--- src/rtl/ex_mem_pipe_reg.sv ---
// EX/MEM pipeline register for the 8-bit MIPS pipeline: valid/stall/flush control,
// forwarding-hit detection against two ID/EX sources and a saturating bubble counter.

module ex_mem_pipe_reg_chk #(
  parameter int DATA_W   = 8,
  parameter int INSTR_W  = 19,
  parameter int MUX_W    = 2,
  parameter int REG_W    = 3,
  parameter int DEST_LSB = 8
) ();
  // Elaboration-time parameter sanity checks.
  generate
    if (DATA_W < 1) begin : g_bad_data_w
      $fatal(1, "ex_mem_pipe_reg: DATA_W must be >= 1");
    end
    if (MUX_W < 1) begin : g_bad_mux_w
      $fatal(1, "ex_mem_pipe_reg: MUX_W must be >= 1");
    end
    if (DEST_LSB + REG_W > INSTR_W) begin : g_bad_dest
      $fatal(1, "ex_mem_pipe_reg: destination field exceeds instruction width");
    end
  endgenerate
endmodule

module ex_mem_pipe_reg #(
  parameter int DATA_W   = 8,
  parameter int INSTR_W  = 19,
  parameter int MUX_W    = 2,
  parameter int REG_W    = 3,
  parameter int DEST_LSB = 8,
  parameter int CNT_W    = 16
) (
  input  logic               clk,
  input  logic               reset,
  input  logic               in_valid,
  input  logic               stall,
  input  logic               flush,
  input  logic [DATA_W-1:0]  alu_out,
  input  logic [DATA_W-1:0]  ID_EX_B,
  input  logic [DATA_W-1:0]  shift_out,
  input  logic [INSTR_W-1:0] ID_EX_instruction,
  input  logic               ID_EX_mem_write,
  input  logic               ID_EX_reg_write,
  input  logic [MUX_W-1:0]   ID_EX_reg_write_mux,
  input  logic [REG_W-1:0]   src_a,
  input  logic [REG_W-1:0]   src_b,
  input  logic               cnt_clear,
  output logic [DATA_W-1:0]  EX_MEM_alu_out,
  output logic [DATA_W-1:0]  EX_MEM_B,
  output logic [DATA_W-1:0]  EX_MEM_shift_out,
  output logic [INSTR_W-1:0] EX_MEM_instruction,
  output logic               EX_MEM_mem_write,
  output logic               EX_MEM_reg_write,
  output logic [MUX_W-1:0]   EX_MEM_reg_write_mux,
  output logic               EX_MEM_valid,
  output logic               fwd_a_hit,
  output logic               fwd_b_hit,
  output logic [CNT_W-1:0]   bubble_cnt
);

  ex_mem_pipe_reg_chk #(
    .DATA_W   (DATA_W),
    .INSTR_W  (INSTR_W),
    .MUX_W    (MUX_W),
    .REG_W    (REG_W),
    .DEST_LSB (DEST_LSB)
  ) u_chk ();

  logic [DATA_W-1:0]  alu_r;
  logic [DATA_W-1:0]  b_r;
  logic [DATA_W-1:0]  shift_r;
  logic [INSTR_W-1:0] instr_r;
  logic               mem_write_r;
  logic               reg_write_r;
  logic [MUX_W-1:0]   mux_r;
  logic               valid_r;
  logic [CNT_W-1:0]   cnt_r;

  logic               bubble_s;
  logic [CNT_W-1:0]   cnt_next_s;
  logic [REG_W-1:0]   dest_s;

  // Bubble detection and saturating counter next-state; clear beats increment.
  always_comb begin
    bubble_s   = flush | (~stall & ~in_valid);
    cnt_next_s = cnt_r;
    if (cnt_clear) begin
      cnt_next_s = {CNT_W{1'b0}};
    end else if (bubble_s && (cnt_r != {CNT_W{1'b1}})) begin
      cnt_next_s = cnt_r + CNT_W'(1);
    end else begin
      cnt_next_s = cnt_r;
    end
  end

  // Pipeline register: reset > flush > stall > load. Flush only kills the
  // valid/write controls; payload fields keep their old contents.
  always_ff @(posedge clk) begin
    if (reset) begin
      alu_r       <= {DATA_W{1'b0}};
      b_r         <= {DATA_W{1'b0}};
      shift_r     <= {DATA_W{1'b0}};
      instr_r     <= {INSTR_W{1'b0}};
      mem_write_r <= 1'b0;
      reg_write_r <= 1'b0;
      mux_r       <= {MUX_W{1'b0}};
      valid_r     <= 1'b0;
    end else if (flush) begin
      valid_r     <= 1'b0;
      mem_write_r <= 1'b0;
      reg_write_r <= 1'b0;
    end else if (stall) begin
      valid_r     <= valid_r;
    end else begin
      alu_r       <= alu_out;
      b_r         <= ID_EX_B;
      shift_r     <= shift_out;
      instr_r     <= ID_EX_instruction;
      mem_write_r <= ID_EX_mem_write & in_valid;
      reg_write_r <= ID_EX_reg_write & in_valid;
      mux_r       <= ID_EX_reg_write_mux;
      valid_r     <= in_valid;
    end
  end

  // Bubble counter register.
  always_ff @(posedge clk) begin
    if (reset) begin
      cnt_r <= {CNT_W{1'b0}};
    end else begin
      cnt_r <= cnt_next_s;
    end
  end

  // Forward requests look only at registered state, never at same-cycle EX inputs.
  always_comb begin
    dest_s    = instr_r[DEST_LSB +: REG_W];
    fwd_a_hit = valid_r & reg_write_r & (dest_s != {REG_W{1'b0}}) & (dest_s == src_a);
    fwd_b_hit = valid_r & reg_write_r & (dest_s != {REG_W{1'b0}}) & (dest_s == src_b);
  end

  assign EX_MEM_alu_out       = alu_r;
  assign EX_MEM_B             = b_r;
  assign EX_MEM_shift_out     = shift_r;
  assign EX_MEM_instruction   = instr_r;
  assign EX_MEM_mem_write     = mem_write_r;
  assign EX_MEM_reg_write     = reg_write_r;
  assign EX_MEM_reg_write_mux = mux_r;
  assign EX_MEM_valid         = valid_r;
  assign bubble_cnt           = cnt_r;

endmodule

--- config.mk ---
export PLATFORM = sky130hd
export DESIGN_NAME = ex_mem_pipe_reg
export DESIGN_NICKNAME = d
export VERILOG_FILES = /design/src/rtl/ex_mem_pipe_reg.sv
export SDC_FILE = /design/constraint.sdc
export NUM_CORES = 1
export LEC_CHECK = 0
export BUFFER_PORTS_ARGS = -buffer_cell sky130_fd_sc_hd__buf_2
export CAP_MARGIN = 5
export CORE_MARGIN = 4
export CORE_UTILIZATION = 49
export CTS_CLUSTER_DIAMETER = 40
export DETAILED_ROUTE_END_ITERATION = 8
export HOLD_SLACK_MARGIN = 0.08
export PLACE_DENSITY_LB_ADDON = 0.05
export SKIP_CTS_REPAIR_TIMING = 1
export SLEW_MARGIN = 25
export SYNTH_ARGS = -nofsm -noshare
export SYNTH_HDL_FRONTEND = slang
export SYNTH_HIERARCHICAL = 1
export SYNTH_SLANG_ARGS = --single-unit
--- constraint.sdc ---
create_clock -name clk -period 2.7 [get_ports clk]
set_input_delay 0.27 -clock clk [delete_from_list [all_inputs] [get_ports clk]]
set_output_delay 0.27 -clock clk [all_outputs]
set_load 0.01 [all_outputs]
==> results of run 1 <==
[routing by layer]
| layer | vias to the layer above | global-route usage (%) |
|---|---|---|
| li1 | 1339 | - |
| met1 | 1169 | 25.66 |
| met2 | 94 | 30.79 |
| met4 | 0 | 8.615 |
| met3 | 7 | 8.969 |
| met5 | - | 0 |
[worst max-delay path: stages (launching register included)]
cell	delay [ps]
dfxtp_1	460
nand4_2	190
or3_1	430
or4_1	480
a21oi_1	150
[flip-flops by register name (all words and copies together) (netlist names)]
register              count
EX_MEM_B                  8
EX_MEM_shift_out          8
EX_MEM_reg_write_mux      2
EX_MEM_mem_write          1
EX_MEM_alu_out            8
EX_MEM_valid              1
EX_MEM_instruction       19
EX_MEM_reg_write          1
bubble_cnt               16
[layout make-up]
cell class | instances | area share, %
multi-input cells | 233 | 34.94
flip-flops and latches | 64 | 37.16
clock inverters | 6 | 2.395
inverters | 1 | 0.1089
clock buffers | 10 | 3.991
repair buffers | 128 | 18.87
well taps | 70 | 2.540
[per-stage QoR]
step / hold slack (ps) / cell area (um^2) / setup slack, ps
4_1_cts: 155.2 / 3448 / 936.9
3_5_place_dp: 443.7 / 3228 / 935.2
5_1_grt: 145.1 / 3448 / 766.7
2_1_floorplan: 349.3 / 2567 / 1034
3_3_place_gp: 438.1 / 3228 / 986.7
6_report: 167.4 / 3448 / 926.0
[power by group]
part	switching (mW)	total (mW)	internal, mW	leakage (nW)
clock network	0.358	0.898	0.540	0.112
logic	0.105	0.187	0.0827	0.922
registers	0.0176	0.994	0.977	0.521
[logic make-up (layout without fill, tap and decap cells)]
family                   count (synthesis)  in the layout
adder cells (fa/ha/maj)                  1              1
AND/OR/NAND/NOR                        146            146
buffers and inverters                   20            145
multiplexers                             2              2
AO/OA/AOI/OAI                           78             78
flip-flops                              64             64
XOR/XNOR                                 6              6
[worst paths after layout]
path / end / slack [ps]
setup reg to reg: bubble_cnt[15] / 930
hold / removal: EX_MEM_instruction[10] / 170
hold reg to reg: EX_MEM_instruction[15] / 450
setup / recovery: bubble_cnt[15] / 930
[cells in the final DEF, fill, tap and decap left out, types with 2 or more instances in the layout]
cell type | synthesis | final
or3_1 | 6 | 6
or4_1 | 8 | 8
o41ai_1 | 2 | 2
clkinv_2 | 0 | 3
nand3_1 | 10 | 10
a22oi_1 | 2 | 2
mux2i_1 | 2 | 2
o31ai_1 | 4 | 4
a21oi_1 | 56 | 56
nand4_2 | 2 | 2
bufinv_16 | 0 | 2
nand2_1 | 95 | 95
o21ai_0 | 5 | 5
nor2_1 | 4 | 3
nand4_1 | 2 | 2
or2_2 | 2 | 2
buf_4 | 0 | 4
a31oi_1 | 3 | 3
dfxtp_1 | 64 | 64
xor2_1 | 6 | 6
nor3_1 | 6 | 6
o311ai_0 | 2 | 2
buf_2 | 1 | 124
nor3b_1 | 2 | 2
clkbuf_8 | 0 | 10
nor4_1 | 5 | 5
==> results.py, run 1 <==
metrics = {
    "cells_and_area": {
        "multiInputGateArea_um2": 1205,
        "area_growth_pct": 34.31,
        "register_area_um2": 1281,
        "fin_util_pct": 67.52,
        "nets": 497,
        "antenna_cells": 0,
        "fill_cells": 476,
        "fin_cells": 512,
        "drive_gt1_share_pct": 33.94,
    },
    "synth": {
        "synth_xor_area_share_pct": 2.047,
        "netlist_instances": 317,
        "yosys.area_share.simple_pct": 26.22,
        "synth_top_area_share_pct": 49.90,
        "synth-edff-count": 0,
        "ys.flop_type": "dfxtp_1",
        "syn_area_um2": 2567,
        "yosys.area_share.adder_pct": 0.4873,
        "syn-mean-instance-area_um2": 8.099,
        "synth_top_family_by_area": "simple AND/OR/NAND/NOR gates",
        "ys_seq_area_share_pct": 49.90,
        "synth_mux_area_share_pct": 0.7797,
        "yosys-top-cells-area": "dfxtp_1 (50%), nand2_1 (14%), a21oi_1 (11%)",
        "post-synth-top-count-cell": "nand2_1",
        "synth_compound_area_share_pct": 17.30,
        "ys_ff_latch": 64,
        "syn_nets": 377,
        "async_reset_ff_share_pct": 0,
        "synth_cell_types": 34,
        "synth_common_cells": "nand2_1 (95), dfxtp_1 (64), a21oi_1 (56)",
        "yosys.area.top_type": "dfxtp_1",
        "yosys_warnings": 6,
    },
    "routing": {
        "vias": 2609,
        "wl_per_cell_um": 12.85,
        "wl_met1_um": 2761,
        "drt-pass1-iter-count": 4,
        "met3_length_um": 634,
        "drc_errors": 0,
        "via_per_inst": 5.096,
        "topRoutingLayerUsed": "met4",
        "drt_wl_total_um": 6577,
        "postRouteAntennaNets": 0,
        "drtIter0Drc": 142,
        "wl_met2_um": 3101,
    },
    "worst_setup_path": {
        "cp-startpoint": "bubble_cnt[8]",
        "r2r-start": "bubble_cnt[8]",
        "path_max_fanout": 7,
        "cp.required_ps": 2960,
        "worstSetupPathType": "reg -> reg",
        "critPathLaunchType": "flip-flop",
        "arrival_ps": 2030,
        "rr_worst_depth": 4,
        "end_kind": "flip-flop",
    },
    "timing": {
        "hold_violations": 0,
        "fin_crit_ps": 1774,
        "setup_tns_ps": 0,
        "worst_pin_slew_ps": 836.0,
        "finalMaxSlewViolations": 0,
        "setup-violations-final": 0,
        "rsz0062_at_grt": "no",
        "finalClockSkew_ps": 9.917,
        "fmax_ghz": 0.5637,
        "fin_crit_sh_pct": 65.70,
        "relSlewSlack_pct": 44.27,
    },
    "pwr": {
        "p_leak_nw": 1.555,
        "peakVddDrop_v": 0.0003310,
        "pwr_density_cell_nw_per_um2": 603.1,
        "power_mw": 2.080,
    },
    "place": {
        "dp_hpwl_um": 4644,
        "port_buffers": 124,
        "gp_congestion": 0.8217,
        "dpl.cell_count": 496,
    },
    "cts": {
        "clk_latency_ps": 330,
        "htreeDepth": 3,
        "root_buffer": "clkbuf_8",
        "clkTransAtPathRegs_ps": 80,
        "cts.sinks": 64,
        "numCtsBuffers": 9,
        "cts.path.max_buffers": 2,
        "cts_tree": "done",
    },
    "worst_hold_path": {
        "holdCritStartpoint": "ID_EX_instruction[10]",
        "hp-class": "in -> reg",
        "hold_depth": 3,
    },
    "floorplanning": {
        "die_h_um": 80.39,
        "dieArea_um2": 6462,
        "coreArea_um2": 5107,
        "die_x_um": 80.39,
        "io_pins": 125,
        "rows": 26,
        "start_util_pct": 50.27,
    },
    "global_route": {
        "grt_pass1_wl_um": 10380,
        "grt_pass1_vias": 2264,
        "track_usage_pct": 20.56,
        "antenna_found_initial": 0,
        "grt_overflow": 0,
        "grt_max_degree": 46,
    },
    "run": {
        "drv_cap": 0,
    },
    "status": {
        "status": "completed",
    },
}
Power figures use the tool's default switching activity.
==> run 2: changes to the inputs <==
--- a/config.mk
+++ b/config.mk
@@ -8,7 +8,7 @@
 export BUFFER_PORTS_ARGS = -buffer_cell sky130_fd_sc_hd__buf_2
 export CAP_MARGIN = 5
 export CORE_MARGIN = 4
-export CORE_UTILIZATION = 49
+export CORE_UTILIZATION = 46
 export CTS_CLUSTER_DIAMETER = 40
 export DETAILED_ROUTE_END_ITERATION = 8
 export HOLD_SLACK_MARGIN = 0.08
==> constraint.sdc (replaced) <==
create_clock -name clk -period 1.81 [get_ports clk]
set_input_delay 0.181 -clock clk [delete_from_list [all_inputs] [get_ports clk]]
set_output_delay 0.181 -clock clk [all_outputs]
set_load 0.01 [all_outputs]
==> results.py, run 2 (synthesis gave the netlist of run 1 again) <==
metrics = {
    "cells_and_area": {
        "layout_common_cells": "buf_2 (124), nand2_1 (95), dfxtp_1 (63)",
        "layout_commonest_cell": "buf_2",
        "fill_cells": 478,
        "register_area_um2": 1282,
        "area_growth_pct": 42.11,
        "largest_register_ffs": 19,
        "nets": 515,
        "drive_gt1_share_pct": 34.78,
        "multiInputGateArea_um2": 1212,
        "fin_util_pct": 69.23,
        "antenna_cells": 0,
    },
    "global_route": {
        "grt_max_degree": 46,
        "grt_pass1_vias": 2394,
        "antenna_found_initial": 0,
        "grt_overflow": 0,
        "track_usage_pct": 20.32,
        "grt_pass1_wl_um": 10700,
    },
    "pwr": {
        "peakVddDrop_v": 0.0007269,
        "p_leak_nw": 1.642,
        "pwr_density_cell_nw_per_um2": 907.8,
    },
    "routing": {
        "drc_errors": 0,
        "drt_wl_total_um": 7002,
        "wl_per_cell_um": 13.21,
        "drtIter0Drc": 176,
        "vias": 2739,
        "postRouteAntennaNets": 0,
        "via_per_inst": 5.168,
        "drt-pass1-iter-count": 4,
    },
    "timing": {
        "hold_violations": 0,
        "fin_crit_ps": 1692,
        "fmax_ghz": 0.5910,
        "worst_pin_slew_ps": 839.6,
        "fin_crit_sh_pct": 93.49,
        "finalClockSkew_ps": 6.036,
        "setup-violations-final": 0,
        "rsz0062_at_grt": "no",
        "relSlewSlack_pct": 44.03,
        "setup_tns_ps": 0,
        "finalMaxSlewViolations": 0,
    },
    "floorplanning": {
        "die_h_um": 82.71,
        "rows": 26,
        "io_pins": 125,
        "coreArea_um2": 5270,
        "start_util_pct": 48.72,
        "dieArea_um2": 6841,
        "die_x_um": 82.71,
    },
    "run": {
        "drv_cap": 0,
    },
    "cts": {
        "root_buffer": "clkbuf_8",
        "cts.sinks": 64,
        "clk_latency_ps": 330,
        "clkTransAtPathRegs_ps": 80,
        "htreeDepth": 3,
        "cts_tree": "done",
        "cts.path.max_buffers": 2,
        "numCtsBuffers": 9,
    },
    "status": {
        "status": "completed",
    },
    "worst_setup_path": {
        "path_max_fanout": 7,
        "worstSetupPathType": "reg -> reg",
        "cp.required_ps": 2070,
        "end_kind": "flip-flop",
        "arrival_ps": 1950,
        "critPathLaunchType": "flip-flop",
    },
    "place": {
        "gp_congestion": 0.8361,
        "dp_hpwl_um": 4920,
        "port_buffers": 124,
    },
    "worst_hold_path": {
        "hp-class": "in -> reg",
    },
}
-- run 2: report_power, final --
part	leakage (nW)	switching [mW]	internal, mW
sequential	0.522	0.0267	1.46
combinational	1.00	0.162	0.138
clock	0.119	0.572	0.957
total	1.64	0.761	2.55
-- run 2: per-layer routing --
metal / up-vias / global-route usage, % / part of all wire (%)
li1: 1386 / - / -
met1: 1252 / 23.67 / 41
met2: 91 / 33.89 / 48
met3: 10 / 6.399 / 8.8
met4: 0 / 9.477 / 1.6
met5: - / 0 / 0
-- run 2: path summary, 6_finish.rpt --
kind | from | to | slack (ps) | cells past startpoint
setup reg to reg | bubble_cnt[0] | bubble_cnt[10] | 120 | 5
hold / removal | alu_out[2] | EX_MEM_alu_out[2] | 70 | 3
setup / recovery | bubble_cnt[0] | bubble_cnt[10] | 120 | 5
hold reg to reg | EX_MEM_shift_out[0] | EX_MEM_shift_out[0] | 450 | 2
-- run 2: area by class of cell --
| class | count | area share [%] |
|---|---|---|
| clock buffers | 10 | 3.772 |
| clock inverters | 6 | 3.121 |
| flip-flops and latches | 64 | 35.15 |
| well taps | 70 | 2.401 |
| repair buffers | 146 | 22.22 |
| multi-input cells | 233 | 33.23 |
| inverters | 1 | 0.1029 |
-- run 2: critical path: stages (launching register included) --
cell	delay [ps]
dfxtp_1	390
ha_2	270
nand4_1	100
or4_1	420
or3_1	310
a21oi_1	140
-- run 2: per-stage QoR --
step	power, mW	area [um^2]	cells	worst slack (ps)	hold slack [ps]
6_report	3.312	3649	530	117.9	73.94
5_1_grt	3.450	3649	530	19.87	81.16
4_1_cts	3.334	3545	520	73.23	56.87
3_5_place_dp	1.801	3293	504	115.6	425.9
3_3_place_gp	1.795	3293	504	139.5	420.5
2_1_floorplan	1.662	2567	317	144.2	260.3
